$ cat src/rtl/frame_sequencer_if.sv
// Pixel bus between the erase/draw stages and the VGA adapter, routed through the sequencer.
interface frame_sequencer_if;
    logic [7:0] erase_x;
    logic [6:0] erase_y;
    logic [2:0] erase_colour;
    logic [7:0] draw_x;
    logic [6:0] draw_y;
    logic [2:0] draw_colour;
    logic       draw_plot;
    logic [7:0] VGA_x;
    logic [6:0] VGA_y;
    logic [2:0] VGA_Colour;
    logic       VGA_plot;

    modport master (
        output erase_x, erase_y, erase_colour,
        output draw_x, draw_y, draw_colour, draw_plot,
        input  VGA_x, VGA_y, VGA_Colour, VGA_plot
    );

    modport slave (
        input  erase_x, erase_y, erase_colour,
        input  draw_x, draw_y, draw_colour, draw_plot,
        output VGA_x, VGA_y, VGA_Colour, VGA_plot
    );
endinterface

$ cat src/rtl/frame_sequencer.sv
// Per-frame controller: erase -> draw -> update -> wait for frame tick, with a
// registered erase/draw pixel mux onto the VGA write port.
module frame_sequencer #(
    parameter int unsigned FRAME_TICKS = 833333,
    parameter int unsigned FT_W        = 20,
    parameter int unsigned TIMEOUT     = 1000000,
    parameter int unsigned TO_W        = 20
) (
    input  logic                    clk,
    input  logic                    reset,
    input  logic                    space_pressed,
    input  logic                    game_over,
    input  logic                    doneErase,
    input  logic                    doneDraw,
    frame_sequencer_if.slave        pix,
    output logic                    EraseState,
    output logic                    DrawState,
    output logic                    sub_clear,
    output logic                    update_en,
    output logic                    timeout_err,
    output logic [2:0]              state_dbg
);

    typedef enum logic [2:0] {
        IDLE    = 3'd0,
        CLEAR_E = 3'd1,
        ERASE   = 3'd2,
        CLEAR_D = 3'd3,
        DRAW    = 3'd4,
        UPDATE  = 3'd5,
        WAIT    = 3'd6,
        OVER    = 3'd7
    } state_t;

    localparam logic [FT_W-1:0] FT_LAST = FT_W'(FRAME_TICKS - 1);
    localparam logic [TO_W-1:0] TO_LAST = TO_W'(TIMEOUT - 1);

    state_t          state_q, state_d;
    logic [FT_W-1:0] frame_q, frame_d;
    logic [TO_W-1:0] to_q, to_d;
    logic            terr_q, terr_d;
    logic            tick;
    logic [7:0]      vx_q;
    logic [6:0]      vy_q;
    logic [2:0]      vc_q;
    logic            vplot_q;

    assign tick = (frame_q == FT_LAST);

    always_ff @(posedge clk or negedge reset) begin
        if (!reset) begin
            state_q <= IDLE;
            frame_q <= '0;
            to_q    <= '0;
            terr_q  <= 1'b0;
        end else begin
            state_q <= state_d;
            frame_q <= frame_d;
            to_q    <= to_d;
            terr_q  <= terr_d;
        end
    end

    // Every entry into ERASE/DRAW passes through a non-counting state, so
    // to_q == 0 marks the first cycle in the stage (done is ignored there).
    always_comb begin
        state_d = state_q;
        terr_d  = terr_q;
        frame_d = tick ? '0 : frame_q + 1'b1;
        to_d    = (state_q == ERASE || state_q == DRAW) ? to_q + 1'b1 : '0;
        if (space_pressed) begin
            state_d = CLEAR_E;
            terr_d  = 1'b0;
        end else begin
            case (state_q)
                IDLE:    state_d = IDLE;
                CLEAR_E: state_d = ERASE;
                ERASE: begin
                    if (to_q == TO_LAST) begin
                        state_d = IDLE;
                        terr_d  = 1'b1;
                    end else if (doneErase && to_q != '0) begin
                        state_d = CLEAR_D;
                    end
                end
                CLEAR_D: state_d = DRAW;
                DRAW: begin
                    if (to_q == TO_LAST) begin
                        state_d = IDLE;
                        terr_d  = 1'b1;
                    end else if (doneDraw && to_q != '0) begin
                        state_d = UPDATE;
                    end
                end
                UPDATE:  state_d = game_over ? OVER : WAIT;
                WAIT:    state_d = tick ? CLEAR_E : WAIT;
                OVER:    state_d = OVER;
                default: state_d = IDLE;
            endcase
        end
    end

    always_comb begin
        EraseState = 1'b0;
        DrawState  = 1'b0;
        sub_clear  = 1'b0;
        update_en  = 1'b0;
        case (state_q)
            CLEAR_E, CLEAR_D: sub_clear  = 1'b1;
            ERASE:            EraseState = 1'b1;
            DRAW:             DrawState  = 1'b1;
            UPDATE:           update_en  = 1'b1;
            default:          ;
        endcase
    end

    always_ff @(posedge clk or negedge reset) begin
        if (!reset) begin
            vx_q    <= '0;
            vy_q    <= '0;
            vc_q    <= '0;
            vplot_q <= 1'b0;
        end else begin
            case (state_q)
                ERASE: begin
                    vx_q    <= pix.erase_x;
                    vy_q    <= pix.erase_y;
                    vc_q    <= pix.erase_colour;
                    vplot_q <= 1'b1;
                end
                DRAW: begin
                    vx_q    <= pix.draw_x;
                    vy_q    <= pix.draw_y;
                    vc_q    <= pix.draw_colour;
                    vplot_q <= pix.draw_plot;
                end
                default: vplot_q <= 1'b0;
            endcase
        end
    end

    assign pix.VGA_x      = vx_q;
    assign pix.VGA_y      = vy_q;
    assign pix.VGA_Colour = vc_q;
    assign pix.VGA_plot   = vplot_q;
    assign timeout_err    = terr_q;
    assign state_dbg      = state_q;

endmodule

$ cat src/flat_wrapper.sv
// flat-port wrapper written by rule: the top's interface ports become plain ports
module frame_sequencer_flat 
#(
    parameter int unsigned FRAME_TICKS = 833333,
    parameter int unsigned FT_W        = 20,
    parameter int unsigned TIMEOUT     = 1000000,
    parameter int unsigned TO_W        = 20
)
  (clk, reset, space_pressed, game_over, doneErase, doneDraw, EraseState, DrawState, sub_clear, update_en, timeout_err, state_dbg, pix_erase_x, pix_erase_y, pix_erase_colour, pix_draw_x, pix_draw_y, pix_draw_colour, pix_draw_plot, pix_VGA_x, pix_VGA_y, pix_VGA_Colour, pix_VGA_plot);
  frame_sequencer_if pix_i ();
  input  logic clk;
  input  logic reset;
  input  logic space_pressed;
  input  logic game_over;
  input  logic doneErase;
  input  logic doneDraw;
  output logic EraseState;
  output logic DrawState;
  output logic sub_clear;
  output logic update_en;
  output logic timeout_err;
  output logic [2:0] state_dbg;
  input wire logic [$bits(pix_i.erase_x)-1:0] pix_erase_x;
  input wire logic [$bits(pix_i.erase_y)-1:0] pix_erase_y;
  input wire logic [$bits(pix_i.erase_colour)-1:0] pix_erase_colour;
  input wire logic [$bits(pix_i.draw_x)-1:0] pix_draw_x;
  input wire logic [$bits(pix_i.draw_y)-1:0] pix_draw_y;
  input wire logic [$bits(pix_i.draw_colour)-1:0] pix_draw_colour;
  input wire logic [$bits(pix_i.draw_plot)-1:0] pix_draw_plot;
  output wire logic [$bits(pix_i.VGA_x)-1:0] pix_VGA_x;
  output wire logic [$bits(pix_i.VGA_y)-1:0] pix_VGA_y;
  output wire logic [$bits(pix_i.VGA_Colour)-1:0] pix_VGA_Colour;
  output wire logic [$bits(pix_i.VGA_plot)-1:0] pix_VGA_plot;
  assign pix_i.erase_x = pix_erase_x;
  assign pix_i.erase_y = pix_erase_y;
  assign pix_i.erase_colour = pix_erase_colour;
  assign pix_i.draw_x = pix_draw_x;
  assign pix_i.draw_y = pix_draw_y;
  assign pix_i.draw_colour = pix_draw_colour;
  assign pix_i.draw_plot = pix_draw_plot;
  assign pix_VGA_x = pix_i.VGA_x;
  assign pix_VGA_y = pix_i.VGA_y;
  assign pix_VGA_Colour = pix_i.VGA_Colour;
  assign pix_VGA_plot = pix_i.VGA_plot;
  frame_sequencer #(.FRAME_TICKS(FRAME_TICKS), .FT_W(FT_W), .TIMEOUT(TIMEOUT), .TO_W(TO_W)) u_core (.clk(clk), .reset(reset), .space_pressed(space_pressed), .game_over(game_over), .doneErase(doneErase), .doneDraw(doneDraw), .pix(pix_i), .EraseState(EraseState), .DrawState(DrawState), .sub_clear(sub_clear), .update_en(update_en), .timeout_err(timeout_err), .state_dbg(state_dbg));
endmodule
$ cat config.mk
export PLATFORM = sky130hd
export DESIGN_NAME = frame_sequencer_flat
export DESIGN_NICKNAME = d
export VERILOG_FILES = /design/src/rtl/frame_sequencer_if.sv /design/src/rtl/frame_sequencer.sv /design/src/flat_wrapper.sv
export SDC_FILE = /design/constraint.sdc
export NUM_CORES = 1
export LEC_CHECK = 0
export CAP_MARGIN = 20
export CORE_UTILIZATION = 45
export DETAILED_ROUTE_END_ITERATION = 6
export PLACE_DENSITY = 0.85
export SLEW_MARGIN = 20
export SYNTH_ARGS = -nofsm -noshare
export SYNTH_HDL_FRONTEND = slang
export SYNTH_SLANG_ARGS = --single-unit
$ cat constraint.sdc
create_clock -name clk -period 1.7 [get_ports clk]
set_clock_uncertainty 0.05 [all_clocks]
set_input_delay 0.34 -clock clk [delete_from_list [all_inputs] [get_ports clk]]
set_output_delay 0.34 -clock clk [all_outputs]
set_load 0.05 [all_outputs]
==> out/metrics.csv <==
stage;metric;value;unit
status;status;finished with violations;
status;failed_checks;negative setup slack;
synth;synth.area.top_cells;dfrtp_1 (51%), mux2i_1 (5.8%), nor2_1 (5.2%);
final_layout;area_growth_syn_to_layout;49.6;%
grt;grt_pass1_wl;13400;um
route;postRouteWirelength;9060;um
synth;ys_types;37;
route;route.antenna.remaining_nets;0;
floorplan;floorplan.rows;29;
final_layout;multi_input_area;0.00158;mm^2
route;post_drt_via_cell_ratio;5.58;
sta;layout_setup_ws;-0.175;ns
synth;synthCells;317;
synth;synth_enable_flop_cells;0;
synth;synthesis.yosys.warnings;0;
placement;dp_hpwl;5370;um
min_path;hold_class;reg -> reg;
final_layout;fraction_of_layout_instances_using_a_drive_strength_above_1;28.2;%
clocking;clock_tree.buffer_depth;2;
worst_setup_path;arrival;2.06;ns
synth;synth_seq_cells;63;
synth;dominantRegCellSynth;dfrtp_1;
grt;grt_max_degree;64;
worst_setup_path;timing.critical_path.slowest_stage_cell;or4_4;
sta;slew_headroom;72.2;%
synth;synthMostInstantiatedCell;dfrtp_1;
synth;post-synth-top-area-cell;dfrtp_1;
clocking;cts_tree;built;
clocking;cts-root-buf;clkbuf_8;
final_layout;fillerInstances;395;
final_layout;sequential_cell_area;0.00158;mm^2
route;dr.first_iter.drc_count;193;
placement;dp_worst_setup_slack;-0.104;ns
sta;timing_hold_violations_final;0;
sta;final-setup-viol-count;9;
floorplan;dieWidth;85.0;um
sta;rsz0062_at_grt;yes;
grt;grt_overflow_total;0;
floorplan;chip_height;85.0;um
floorplan;io-pin-count;70;
sta;fin_crit;1.88;ns
synth;synth-async-reset-ratio;100;%
clocking;clk_pin_slew_worst_paths;0.08;ns
floorplan;die_area;0.00723;mm^2
run;cap_violations;0;
sta;tightest_slew;0.413;ns
sta;period_share;110;%
route;drt_first_pass_iters;5;
worst_setup_path;critPathCaptureType;flip-flop;
floorplan;initial_utilization;47.7;%
sta;max_freq;0.533;GHz
worst_setup_path;critical_path_required;1.88;ns
worst_setup_path;cp_max_fo;2;
sta;fin_hold_ws;0.448;ns
sta;setup_tns_final;-0.695;ns
worst_setup_path;setup.worst_path.class;reg -> reg;
worst_setup_path;worst_path_largest_cell_delay;0.55;ns
final_layout;insertedDiodeCount;0;
clocking;clock_latency;0.36;ns
worst_setup_path;timing.critical_path.max_delay_family;simple AND/OR/NAND/NOR gates;
synth;avgSynthCellArea;9.78;um^2
worst_setup_path;cp_buf_inv_count;0;
synth;post_synth_instance_area;0.00310;mm^2
placement;io_buffer_count;69;
synth;synth.top_cell.area_share;50.8;%
route;route.vias.total;2908;
grt;grt_pass1_vias;2920;
worst_setup_path;timing.critical_path.from_type;flip-flop;
synth;yosysSeqAreaShare;50.8;%
power_and_ir_drop;power.density_cell_area;1130;mW/mm^2
final_layout;finish.net_count;486;
grt;global_route.usage.total;23.9;%
power_and_ir_drop;vdd.ir_drop.worst;0.000551;V
sta;slew_limit_fails;0;
floorplan;core_area;0.00649;mm^2
route;detail_route.drc_violations;0;
placement;finalWeightedCongestion;0.805;
synth;synth.top_cells.by_count;dfrtp_1 (63), nor2_1 (43), nand2_1 (34), o21ai_0 (22);
route;wl_cell;17.4;um
grt;number_of_antenna_violations_at_the_first_check_in_global_routing;0;
clocking;clkSinkCount;63;
synth;synthesis.nets;364;
clocking;clock_tree.htree_level_count;3;
worst_setup_path;worstPathCellList;nor4_4, nand2_1, or4_4, a41oi_2, o21ai_1;
power_and_ir_drop;p_leak;2.01;nW
clocking;numCtsBuffers;9;
-- through the flow --
stage,instance area [um^2],power [W],util [%],std cells
floorplan,3140,0.00308,-,317
global placement,4210,0.00377,64.8,491
detailed placement,4210,0.00382,64.8,491
CTS,4550,0.00517,70.0,518
global route,4640,0.00546,71.4,521
finish,4640,0.00524,71.4,521
-- flip-flops by register name, indices dropped and copies added, names as in the netlist --
signal and cells:
u_core.state_dbg 3, u_core.timeout_err 1, u_core.pix.VGA_Colour 3, u_core.pix.VGA_x 8
u_core.pix.VGA_plot 1, u_core.pix.VGA_y 7, u_core.frame_q 20, u_core.to_q 20
-- timing repair --
action                                  CTS  global route
resized for setup                        10            24
pin swaps                                 3             9
endpoints found under the setup margin    6            43
hold buffers                              1             0
setup buffers                             9             4
gates cloned                              1             0
endpoints found under the hold margin    63             0
-- path summary, 6_finish.rpt --
check                                                from                              end  slack (ns)  cells past startpoint
setup / recovery                 u_core.to_q[8]$_DFF_PN0_  u_core.state_dbg[0]$_DFFE_PN0P_       -0.18                      5
hold / removal             u_core.timeout_err$_DFFE_PN0P_   u_core.timeout_err$_DFFE_PN0P_        0.45                      1
setup reg to reg                 u_core.to_q[8]$_DFF_PN0_  u_core.state_dbg[0]$_DFFE_PN0P_       -0.18                      5
hold reg to reg            u_core.timeout_err$_DFFE_PN0P_   u_core.timeout_err$_DFFE_PN0P_        0.45                      1
max in group asynchronous                           reset  u_core.state_dbg[2]$_DFFE_PN0P_        0.82                      3
min in group asynchronous                           reset        u_core.to_q[17]$_DFF_PN0_        0.47                      3
-- power breakdown --
group / total (W) / internal (W) / switching [W]
registers: 0.00187 / 0.00173 / 0.000140
logic: 0.00208 / 0.000742 / 0.00134
clock network: 0.00129 / 0.000672 / 0.000615
total: 0.00524 / 0.00315 / 0.00209
-- placed cells by master, fill, tap and decap left out, types with 4 or more instances in the layout --
cell type,count
inv_1,8
mux2i_1,17
nand2_1,34
nand4_1,6
o21ai_0,19
buf_6,5
xnor2_1,18
dfrtp_1,60
nand3_1,15
nor2_1,41
xor2_1,15
and3_1,8
nor4_1,4
buf_12,9
a21oi_1,4
clkbuf_8,9
nor4_2,4
buf_4,64
clkdlybuf4s50_1,41
-- final cells by class --
cell class / instances / share of cell area, %
Clock inverter: 6 / 1.32
Timing Repair Buffer: 122 / 25.0
Tap cell: 77 / 2.08
Inverter: 9 / 0.728
Sequential cell: 63 / 34.1
Clock buffer: 10 / 2.75
Multi-Input combinational cell: 234 / 34.0
-- metal layers --
layer	vias to the layer above	wire length, um	track usage, %
li1	1332	-	-
met1	1394	3630	27.7
met2	140	4380	40.7
met3	42	609	7.00
met4	0	444	11.6
met5	-	0	0
-- cells by family (layout without fill, tap and decap cells) --
| group | after synthesis | after routing | synth area share [%] |
|---|---|---|---|
| buffers and inverters | 20 | 147 | 2.58 |
| AOI/OAI and AO/OA | 41 | 41 | 8.11 |
| DFF | 63 | 63 | 50.8 |
| muxes | 18 | 18 | 5.81 |
| adders and majority gates | 4 | 4 | 1.61 |
| xor gates and xnor gates | 33 | 33 | 9.32 |
| and+or+nand+nor | 138 | 138 | 21.7 |
Power figures use the tool's default switching activity.
